### src/rtl/doom_consts.sv
// Constants and types shared by the Doom drawing blocks: FSM encoding, patch
// header layout, screen geometry defaults and hps_params slot indices.
package doom_consts;

  typedef enum logic [3:0] {
    ST_IDLE     = 4'd0,
    ST_HDR      = 4'd1,
    ST_COLOFS   = 4'd2,
    ST_POST_TD  = 4'd3,
    ST_POST_LEN = 4'd4,
    ST_POST_PAD = 4'd5,
    ST_PIX_RD   = 4'd6,
    ST_PIX_WR   = 4'd7,
    ST_TAIL_PAD = 4'd8,
    ST_DONE     = 4'd9
  } state_t;

  localparam logic [7:0] POST_END = 8'hFF;

  // Header is four u16/s16 fields; byte offset of field k is 2*k.
  localparam logic [1:0] HDR_WIDTH   = 2'd0;
  localparam logic [1:0] HDR_HEIGHT  = 2'd1;
  localparam logic [1:0] HDR_LEFTOFS = 2'd2;
  localparam logic [1:0] HDR_TOPOFS  = 2'd3;
  localparam logic [31:0] COLOFS_BASE = 32'd8;

  localparam int DEF_SCREEN_W = 320;
  localparam int DEF_SCREEN_H = 200;

  localparam int PRM_X      = 1;
  localparam int PRM_Y      = 2;
  localparam int PRM_PATCH  = 3;
  localparam int PRM_SCREEN = 4;

  // Row offset for a 320-byte pitch as 256 + 64.
  function automatic logic [31:0] times_320(input logic [16:0] v);
    return ({15'd0, v} << 8) + ({15'd0, v} << 6);
  endfunction

endpackage

### src/rtl/le_field_reader.sv
// Assembles a little-endian 16/32-bit field from consecutive byte transfers;
// done strobes in the cycle of the last byte, with value already complete.
module le_field_reader (
  input  logic        clk,
  input  logic        reset_n,
  input  logic        clear,
  input  logic        byte_en,
  input  logic [2:0]  nbytes,
  input  logic [7:0]  byte_data,
  output logic [1:0]  byte_idx,
  output logic [31:0] value,
  output logic        done
);

  logic [31:0] acc;
  logic [1:0]  idx;

  assign byte_idx = idx;
  assign done     = byte_en && ({1'b0, idx} == nbytes - 3'd1);

  // NOTE: value is fully assigned before the part-select overlay, so no latch is inferred.
  always_comb begin
    value = acc;
    value[8*idx +: 8] = byte_data;
  end

  // NOTE: sequential state uses non-blocking assignments only; blocking here would race other flops.
  always_ff @(posedge clk) begin
    if (!reset_n || clear) begin
      acc <= '0;
      idx <= '0;
    end else if (byte_en) begin
      if (done) begin
        acc <= '0;
        idx <= '0;
      end else begin
        acc <= value;
        idx <= idx + 2'd1;
      end
    end
  end

endmodule

### src/rtl/patch_blitter.sv
// Walks a Doom patch (header, column offsets, posts) over the shared byte bus
// and writes every on-screen pixel into the 8-bit screen buffer.
module patch_blitter
  import doom_consts::*;
#(
  parameter int SCREEN_W = DEF_SCREEN_W,
  parameter int SCREEN_H = DEF_SCREEN_H
) (
  input  logic        clk,
  input  logic        reset_n,
  input  logic        start,
  output logic        processing,
  input  logic [31:0] hps_params [8],
  output logic [31:0] mem_address,
  output logic        mem_read,
  input  logic        mem_waitrequest,
  input  logic [7:0]  mem_readdata,
  output logic        mem_write,
  output logic [7:0]  mem_writedata,
  output logic [6:0]  debug_seg_export
);

  localparam logic [16:0] SCREEN_W17 = 17'(SCREEN_W);
  localparam logic [16:0] SCREEN_H17 = 17'(SCREEN_H);

  state_t             state;
  logic [31:0]        patch_base, screen_base, ptr, pix_addr;
  logic signed [16:0] x, y, ox, oy;
  logic [15:0]        width, height, leftofs, col;
  logic [1:0]         hdr_field;
  logic [7:0]         topdelta, len, pix_i, pix_data;

  logic               xfer, rd_en, rd_done, visible, last_pix;
  logic [1:0]         rd_idx;
  logic [31:0]        rd_value, row_ofs, wr_addr;
  logic signed [16:0] px, py;
  logic               unused_params;

  assign unused_params = ^{hps_params[0], hps_params[5], hps_params[6], hps_params[7],
                           hps_params[PRM_X][31:16], hps_params[PRM_Y][31:16]};

  assign xfer  = (mem_read || mem_write) && !mem_waitrequest;
  assign rd_en = xfer && (state == ST_HDR || state == ST_COLOFS);

  le_field_reader u_field (
    .clk      (clk),
    .reset_n  (reset_n),
    .clear    (state == ST_IDLE),
    .byte_en  (rd_en),
    .nbytes   ((state == ST_HDR) ? 3'd2 : 3'd4),
    .byte_data(mem_readdata),
    .byte_idx (rd_idx),
    .value    (rd_value),
    .done     (rd_done)
  );

  // Screen coordinate of the pixel currently being read.
  assign px = ox + $signed({1'b0, col});
  assign py = oy + $signed({9'd0, topdelta}) + $signed({9'd0, pix_i});

  assign visible = !px[16] && ($unsigned(px) < SCREEN_W17) &&
                   !py[16] && ($unsigned(py) < SCREEN_H17);
  assign row_ofs  = (SCREEN_W == 320) ? times_320(py) : ({15'd0, py} * 32'(SCREEN_W));
  assign wr_addr  = screen_base + row_ofs + {15'd0, px};
  assign last_pix = (pix_i + 8'd1 == len);

  assign debug_seg_export = {3'd0, state};

  // Bus strobes, address and data follow state directly so they hold through stalls.
  always_comb begin
    processing    = 1'b1;
    mem_read      = 1'b0;
    mem_write     = 1'b0;
    mem_address   = '0;
    mem_writedata = '0;
    case (state)
      ST_IDLE: processing = start;
      ST_HDR: begin
        mem_read    = 1'b1;
        mem_address = patch_base + {29'd0, hdr_field, 1'b0} + {30'd0, rd_idx};
      end
      ST_COLOFS: begin
        mem_read    = 1'b1;
        mem_address = patch_base + COLOFS_BASE + {14'd0, col, 2'b00} + {30'd0, rd_idx};
      end
      ST_POST_TD, ST_POST_LEN, ST_PIX_RD: begin
        mem_read    = 1'b1;
        mem_address = ptr;
      end
      ST_PIX_WR: begin
        mem_write     = 1'b1;
        mem_address   = pix_addr;
        mem_writedata = pix_data;
      end
      ST_DONE: processing = 1'b0;
      default: ;
    endcase
  end

  always_ff @(posedge clk) begin
    if (!reset_n) begin
      state       <= ST_IDLE;
      patch_base  <= '0;
      screen_base <= '0;
      ptr         <= '0;
      pix_addr    <= '0;
      x           <= '0;
      y           <= '0;
      ox          <= '0;
      oy          <= '0;
      width       <= '0;
      height      <= '0;
      leftofs     <= '0;
      col         <= '0;
      hdr_field   <= '0;
      topdelta    <= '0;
      len         <= '0;
      pix_i       <= '0;
      pix_data    <= '0;
    end else begin
      case (state)
        ST_IDLE: begin
          if (start) begin
            x           <= {hps_params[PRM_X][15], hps_params[PRM_X][15:0]};
            y           <= {hps_params[PRM_Y][15], hps_params[PRM_Y][15:0]};
            patch_base  <= hps_params[PRM_PATCH];
            screen_base <= hps_params[PRM_SCREEN];
            hdr_field   <= '0;
            col         <= '0;
            state       <= ST_HDR;
          end
        end
        ST_HDR: begin
          if (rd_done) begin
            hdr_field <= hdr_field + 2'd1;
            case (hdr_field)
              HDR_WIDTH:   width   <= rd_value[15:0];
              HDR_HEIGHT:  height  <= rd_value[15:0];
              HDR_LEFTOFS: leftofs <= rd_value[15:0];
              default: begin
                ox <= x - {leftofs[15], leftofs};
                oy <= y - {rd_value[15], rd_value[15:0]};
                if (width == 16'd0 || height == 16'd0) state <= ST_DONE;
                else                                   state <= ST_COLOFS;
              end
            endcase
          end
        end
        ST_COLOFS: begin
          if (rd_done) begin
            ptr   <= patch_base + rd_value;
            state <= ST_POST_TD;
          end
        end
        ST_POST_TD: begin
          if (xfer) begin
            if (mem_readdata == POST_END) begin
              col <= col + 16'd1;
              if ({1'b0, col} + 17'd1 == {1'b0, width}) state <= ST_DONE;
              else                                      state <= ST_COLOFS;
            end else begin
              topdelta <= mem_readdata;
              ptr      <= ptr + 32'd1;
              state    <= ST_POST_LEN;
            end
          end
        end
        ST_POST_LEN: begin
          if (xfer) begin
            len   <= mem_readdata;
            ptr   <= ptr + 32'd1;
            state <= ST_POST_PAD;
          end
        end
        ST_POST_PAD: begin
          ptr   <= ptr + 32'd1;
          pix_i <= '0;
          if (len == 8'd0) state <= ST_TAIL_PAD;
          else             state <= ST_PIX_RD;
        end
        ST_PIX_RD: begin
          if (xfer) begin
            pix_data <= mem_readdata;
            ptr      <= ptr + 32'd1;
            if (visible) begin
              pix_addr <= wr_addr;
              state    <= ST_PIX_WR;
            end else if (last_pix) begin
              state <= ST_TAIL_PAD;
            end else begin
              pix_i <= pix_i + 8'd1;
            end
          end
        end
        ST_PIX_WR: begin
          if (xfer) begin
            if (last_pix) begin
              state <= ST_TAIL_PAD;
            end else begin
              pix_i <= pix_i + 8'd1;
              state <= ST_PIX_RD;
            end
          end
        end
        ST_TAIL_PAD: begin
          ptr   <= ptr + 32'd1;
          state <= ST_POST_TD;
        end
        ST_DONE: begin
          if (!start) state <= ST_IDLE;
        end
        default: state <= ST_IDLE;
      endcase
    end
  end

endmodule

### config.mk
export PLATFORM = sky130hd
export DESIGN_NAME = patch_blitter
export DESIGN_NICKNAME = d
export VERILOG_FILES = /design/src/rtl/doom_consts.sv /design/src/rtl/le_field_reader.sv /design/src/rtl/patch_blitter.sv
export SDC_FILE = /design/constraint.sdc
export NUM_CORES = 1
export LEC_CHECK = 0
export CAP_MARGIN = 30
export CORE_MARGIN = 4
export CORE_UTILIZATION = 52
export CTS_BUF_LIST = sky130_fd_sc_hd__clkbuf_2 sky130_fd_sc_hd__clkbuf_4 sky130_fd_sc_hd__clkbuf_8
export DETAILED_ROUTE_END_ITERATION = 6
export PLACE_DENSITY = 0.76
export SYNTH_ARGS = -nofsm -noshare
export SYNTH_HDL_FRONTEND = slang
export SYNTH_HIERARCHICAL = 1
export SYNTH_SLANG_ARGS = --single-unit
### constraint.sdc
create_clock -name clk -period 9.1 [get_ports clk]
set_clock_uncertainty 0.1 [all_clocks]
set_input_delay 2.275 -clock clk [delete_from_list [all_inputs] [get_ports clk]]
set_output_delay 2.275 -clock clk [all_outputs]
set_load 0.005 [all_outputs]
==> impl_metrics.env, run 1 <==
export IMPL_ys_seq_area_share_pct=27.5
export IMPL_multi_input_area_um2=16100
export IMPL_drtAntennaViolNets=0
export IMPL_netlist_area_leader_share_pct=27.5
export IMPL_gp_congestion=0.964
export IMPL_critical_path_slowest_cell="a31oi_1"
export IMPL_die_w_um=223
export IMPL_synth_edff_count=0
export IMPL_synthCells=3134
export IMPL_h_tree_depth=2
export IMPL_fp_dieH_um=223
export IMPL_drcViolationCount=0
export IMPL_synth_most_common_cell="nand2_1"
export IMPL_synth_top_area_cell="dfxtp_1"
export IMPL_worstSkewPairLatency_ns=0.71
export IMPL_synth_commonest_cells="nand2_1 (493), a21oi_1 (332), dfxtp_1 (330), nor2_1 (224), ha_1 (195)"
export IMPL_ir_drop_mv=0.121
export IMPL_async_flop_share_pct=0
export IMPL_leakage_nw=11.2
export IMPL_syn_area_um2=24000
export IMPL_clock_sinks=330
export IMPL_final_seq_area_um2=6610
export IMPL_critical_path_max_stage_delay_ns=0.70
export IMPL_ios=318
export IMPL_dp_cells=3774
export IMPL_dp_hpwl_um=59900
export IMPL_nNetsFinal=3733
export IMPL_avgRoutedWirePerCell_um=20.5
export IMPL_hold_viol=0
export IMPL_cts_hold_buf=0
export IMPL_min_path_cells=2
export IMPL_report_final_slew_viol_count=0
export IMPL_cp_max_fo=7
export IMPL_grt_pass1_wl_um=123000
export IMPL_post_cts_setup_buffers=0
export IMPL_max_freq_mhz=130
export IMPL_setup_violations=0
export IMPL_drtIter0Drc=2728
export IMPL_post_route_min_period_ns=7.67
export IMPL_numPortBuffers=154
export IMPL_cts_clk_slew_worst_paths_ns=0.06
export IMPL_drive_above_1_share_pct=6.40
export IMPL_crit_chain="ha_1 -> ha_1 -> inv_1 -> fa_1 -> nor2b_1 -> o31a_1 -> o22a_1 -> o211ai_1 -> nand2_1 -> a31o_2 -> a31oi_1 -> nor2_1 -> a221oi_1 -> clkdlybuf4s50_1"
export IMPL_core_area_um2=45600
export IMPL_cts_root_buf="clkbuf_8"
export IMPL_power_density_nw_per_um2=173
export IMPL_drv_cap=0
export IMPL_fillers=4050
export IMPL_synth_ff_type="dfxtp_1"
export IMPL_slew_headroom_pct=23.0
export IMPL_hold_start="leftofs[2]"
export IMPL_syn_avg_cell_area_um2=7.67
export IMPL_endpoint_kind="output port"
export IMPL_synth_warnings=6
export IMPL_synthToLayoutAreaGrowth_pct=14.1
export IMPL_ff2ff_path_depth=21
export IMPL_cts_tree="yes"
export IMPL_cp_num_cells=14
export IMPL_synthTopCellsByArea="dfxtp_1 (27%), ha_1 (10%), nand2_1 (7.7%), a21oi_1 (6.9%), xnor2_1 (4.0%)"
export IMPL_drt_pass1_iter_count=6
export IMPL_cp_startpoint="u_field/byte_idx[1]"
export IMPL_start_util_pct=52.7
export IMPL_num_rows=78
export IMPL_track_usage_pct=30.6
export IMPL_clock_path_buffers=3
export IMPL_fin_setup_tns_ns=0
export IMPL_outcome="completed"
export IMPL_period_share_pct=84.3
export IMPL_crit_arrival_ns=5.29
export IMPL_antenna_found_initial=0
export IMPL_startpoint_type="flip-flop"
export IMPL_path_delay_family="compound AO/OA/AOI/OAI gates"
export IMPL_min_delay_path_class="reg2reg"
export IMPL_yosysUniqueCellTypes=88
export IMPL_overflow=0
export IMPL_max_slew_worst_pin_slew_ns=1.13
export IMPL_crit_type="reg2out"
export IMPL_r2r_start="col[5]"
export IMPL_vias_per_cell=6.14
export IMPL_grt_max_degree=140
export IMPL_synth_seq_cells=330
export IMPL_rsz0062_at_grt="no"
export IMPL_cp_num_buf_inv=2
export IMPL_wl_um=79700
export IMPL_crit_top_cell="ha_1"
export IMPL_first_global_vias=22253
export IMPL_ctsResizeCount=0
export IMPL_stdcell_count=3882
export IMPL_cts_buffers=58
export IMPL_via_count=23831
export IMPL_critPathRequiredTime_ns=6.73
export IMPL_dieArea_um2=49700
## logic make-up after synthesis
| logic type | Yosys count | synth area share, % |
|---|---|---|
| AO/OA/AOI/OAI | 885 | 23.5 |
| XOR/XNOR | 168 | 6.15 |
| adder cells (fa/ha/maj) | 231 | 13.1 |
| buffers and inverters | 338 | 5.60 |
| flip-flops | 330 | 27.5 |
| multiplexers | 69 | 2.89 |
| other | 1 | 0.0156 |
| AND/OR/NAND/NOR | 1112 | 21.2 |
## report_power, final
part | internal, mW | leakage (nW) | switching, mW | total, mW
Combinational | 0.538 | 7.79 | 0.862 | 1.40
Clock | 0.936 | 0.729 | 0.688 | 1.62
Sequential | 1.54 | 2.67 | 0.168 | 1.71
## flip-flops by register name, summed over array words and instances (netlist names)
name	count
col	16
hdr_field	2
height	16
leftofs	16
len	8
ox	17
oy	17
patch_base	32
pix_addr	32
pix_data	8
pix_i	8
ptr	32
screen_base	32
state	4
topdelta	8
u_field/acc	32
u_field/byte_idx	2
width	16
x	16
y	16
## layout make-up
type,instances,share of cell area [%]
timing repair buffer,190,6.76
clock buffer,93,4.42
clock inverter,13,0.639
sequential,330,24.1
inverter,185,2.56
tap,600,2.74
antenna,1,0.00912
multi-input combinational,2470,58.8
## per-layer routing
| layer | part of all wire [%] | track usage (%) | wire (um) |
|---|---|---|---|
| met1 | 43 | 43.1 | 34500 |
| met2 | 43 | 46.6 | 33900 |
| met3 | 10 | 5.99 | 8340 |
| met4 | 3.7 | 11.2 | 2930 |
| met5 | 0 | 0 | 0 |
## final timing paths
check                     to  slack, ns
max          mem_address[23]       1.43
min               leftofs[2]       0.36
max reg2reg     pix_addr[30]       2.43
min reg2reg       leftofs[2]       0.36
## metrics by stage
step / power [mW] / hold slack (ns) / cell area, um2 / setup WS (ns) / util [%]
6_report: 4.73 / 0.356 / 27400 / 1.43 / 60.2
5_1_grt: 4.96 / 0.372 / 27400 / 1.25 / 60.2
4_1_cts: 4.72 / 0.356 / 27400 / 1.52 / 60.1
3_5_place_dp: 3.09 / 0.347 / 26000 / 1.97 / 57.1
3_3_place_gp: 3.04 / 0.343 / 26000 / 2.05 / 57.0
2_1_floorplan: 2.59 / 0.336 / 24000 / 3.61 / -
## worst min-delay path, delay by kind of cell (launching register included)
family | cells | cell delay [ns]
DFF | 1 | 0.31
and+or+nand+nor | 1 | 0.05
AOI/OAI and AO/OA | 1 | 0.05
## placed cells by master, fill, tap and decap left out, types with 15 or more instances in the layout
master and n:
dfxtp_1 330, nand2_1 492, nand3_1 82, o21a_1 19, a222oi_1 16, xor2_1 56, nor4_1 24, o22ai_1 24
o21ai_0 164, o211ai_1 15, nor2b_1 30, nand2b_1 23, and2_1 22, nor3_1 60, fa_1 35, mux2i_1 66
xnor2_1 111, a211oi_1 29, a31oi_1 31, a21o_1 55, or2_2 18, ha_1 195, nor2_1 223, clkbuf_8 82
clkdlybuf4s50_1 154, a22o_1 25, o31ai_1 18, a21oi_1 332, inv_1 182, buf_4 32, nand4_1 37, and3_1 37
Power figures use the tool's default switching activity.
==> run 2, diff against run 1 <==
- clock period: 9.1 -> 7.98 ns (I/O delays scaled with it)
==> impl_metrics.env, run 2 (synthesized netlist as in run 1, its figures left out) <==
export IMPL_multi_input_area_um2=16100
export IMPL_clock_path_buffers=3
export IMPL_worstSkewPairLatency_ns=0.69
export IMPL_wl_met3_um=7390
export IMPL_critical_path_max_stage_delay_ns=0.61
export IMPL_wl_um=78900
export IMPL_min_path_cells=2
export IMPL_report_final_slew_viol_count=0
export IMPL_combPwrFrac_pct=29.8
export IMPL_cts_tree="yes"
export IMPL_endpoint_kind="output port"
export IMPL_met2WireLength_um=33700
export IMPL_fin_setup_tns_ns=0
export IMPL_cts_clk_slew_worst_paths_ns=0.06
export IMPL_h_tree_depth=2
export IMPL_clockPowerShare_pct=33.7
export IMPL_crit_arrival_ns=5.17
export IMPL_antennaDiodeCount=0
export IMPL_power_mw=5.33
export IMPL_cts_buffers=59
export IMPL_final_cell_mix="nand2_1 (492), a21oi_1 (332), dfxtp_1 (330), nor2_1 (223), ha_1 (195)"
export IMPL_post_cts_setup_buffers=0
export IMPL_period_share_pct=91.0
export IMPL_sw_frac_of_total_pct=36.3
export IMPL_synthToLayoutAreaGrowth_pct=14.0
export IMPL_p_switching_mw=1.93
export IMPL_final_seq_area_um2=6610
export IMPL_drive_above_1_share_pct=6.46
export IMPL_post_route_min_period_ns=7.27
export IMPL_drcViolationCount=0
export IMPL_setup_violations=0
export IMPL_cts_root_buf="clkbuf_8"
export IMPL_core_area_um2=45600
export IMPL_cp_num_buf_inv=2
export IMPL_startpoint_type="flip-flop"
export IMPL_avgRoutedWirePerCell_um=20.3
export IMPL_place_area_um2=26100
export IMPL_grt_pass1_wl_um=122000
export IMPL_ios=318
export IMPL_path_delay_family="compound AO/OA/AOI/OAI gates"
export IMPL_power_density_nw_per_um2=195
export IMPL_p_int_mw=3.40
export IMPL_rsz0062_at_grt="no"
export IMPL_via_count=23862
export IMPL_outcome="completed"
export IMPL_hold_viol=0
export IMPL_vias_per_cell=6.15
export IMPL_drt_pass1_iter_count=6
export IMPL_cts_hold_buf=0
export IMPL_cp_max_fo=7
export IMPL_r2r_slack_ns=1.50
export IMPL_antenna_found_initial=0
export IMPL_final_common_cell="nand2_1"
export IMPL_start_util_pct=52.7
export IMPL_r2r_start="col[5]"
export IMPL_drtIter0Drc=2411
export IMPL_drt_met1_wl_um=34600
export IMPL_dieArea_um2=49700
export IMPL_crit_top_cell="ha_1"
export IMPL_slew_headroom_pct=31.2
export IMPL_nNetsFinal=3742
export IMPL_ff2ff_path_depth=21
export IMPL_ctsResizeCount=0
export IMPL_crit_type="reg2out"
export IMPL_track_usage_pct=30.2
export IMPL_drtAntennaViolNets=0
export IMPL_max_freq_mhz=138
export IMPL_grt_max_degree=135
export IMPL_drv_cap=0
export IMPL_leakage_nw=11.2
export IMPL_final_cell_area_um2=27400
export IMPL_critPathRequiredTime_ns=5.89
export IMPL_clock_sinks=330
export IMPL_min_delay_path_class="reg2reg"
export IMPL_holdPathEnd="leftofs[5]"
export IMPL_max_slew_worst_pin_slew_ns=1.02
export IMPL_num_rows=78
export IMPL_numPortBuffers=154
export IMPL_highest_signal_layer="met4"
export IMPL_gp_congestion=0.998
export IMPL_fp_dieH_um=223
export IMPL_fillers=4067
export IMPL_die_w_um=223
export IMPL_dp_hpwl_um=59600
export IMPL_hold_start="leftofs[5]"
export IMPL_p_seq_share_pct=36.6
export IMPL_ir_drop_mv=0.188
export IMPL_overflow=0
export IMPL_first_global_vias=22478
export IMPL_utilization_pct=60.1
export IMPL_critical_path_slowest_cell="a31oi_1"
export IMPL_crit_chain="ha_1 -> ha_1 -> inv_1 -> fa_1 -> nor2b_1 -> o31a_1 -> o22a_1 -> o211ai_1 -> nand2_1 -> a31o_2 -> a31oi_1 -> nor2_1 -> a221oi_1 -> clkdlybuf4s50_1"
export IMPL_reg2reg_to="pix_addr[30]"
[run 2: changes by cell type in the layout (fill, tap and decap cells not counted), moves of 2 or more]
cell       delta
buf_4         +9
clkbuf_8     -12
clkbuf_4      +4
bufinv_16     +2
[run 2: worst register-to-register path, delay by kind of cell, from the launching register on]
kind,cells,cell delay [ns]
buf+inv,1,0.05
mux,1,0.14
simple gates,7,2.01
fa+ha+maj,4,1.67
flops,1,0.53
xor+xnor,2,0.36
compound gates,6,1.47
[run 2: layer usage]
layer  global-route usage, %  up-vias
met5                       0        -
met2                    45.8     1100
met4                    11.8        0
met1                    42.7    11237
met3                    5.58      186
li1                        -    11339
[run 2: power groups by stage]
stage | registers [mW] | logic, mW | clock network (mW)
global placement | 1.96 | 1.49 | 0
detailed placement | 1.97 | 1.54 | 0
finish | 1.95 | 1.59 | 1.79
floorplan | 1.88 | 1.08 | 0
CTS | 1.94 | 1.55 | 1.82
global route | 1.96 | 1.74 | 1.89
[run 2: how the worst max path moves through the flow]
stage | slack [ns] | cells past startpoint | to | startpoint
floorplan | 2.49 | 21 | pix_addr[30] | col[6]
global placement | 1.31 | 15 | ptr[29] | mem_readdata[2]
detailed placement | 1.13 | 15 | ptr[29] | mem_readdata[2]
CTS | 0.79 | 14 | mem_address[23] | patch_base[3]
global route | 0.51 | 14 | mem_address[23] | patch_base[1]
finish | 0.71 | 14 | mem_address[23] | patch_base[1]
[run 2: cell type report]
type / count / share of cell area (%)
Sequential cell: 330 / 24.1
Clock inverter: 15 / 0.867
Clock buffer: 85 / 3.93
Inverter: 185 / 2.56
Tap cell: 600 / 2.74
Timing Repair Buffer: 198 / 6.95
Multi-Input combinational cell: 2470 / 58.9
[run 2: per-stage QoR]
| step | hold WS [ns] | worst slack [ns] | cells |
|---|---|---|---|
| finish | 0.353 | 0.715 | 3883 |
| global route | 0.368 | 0.514 | 3883 |
| detailed placement | 0.348 | 1.13 | 3782 |
| CTS | 0.355 | 0.794 | 3882 |
| global placement | 0.342 | 1.31 | 3780 |
| floorplan | 0.336 | 2.49 | 3138 |
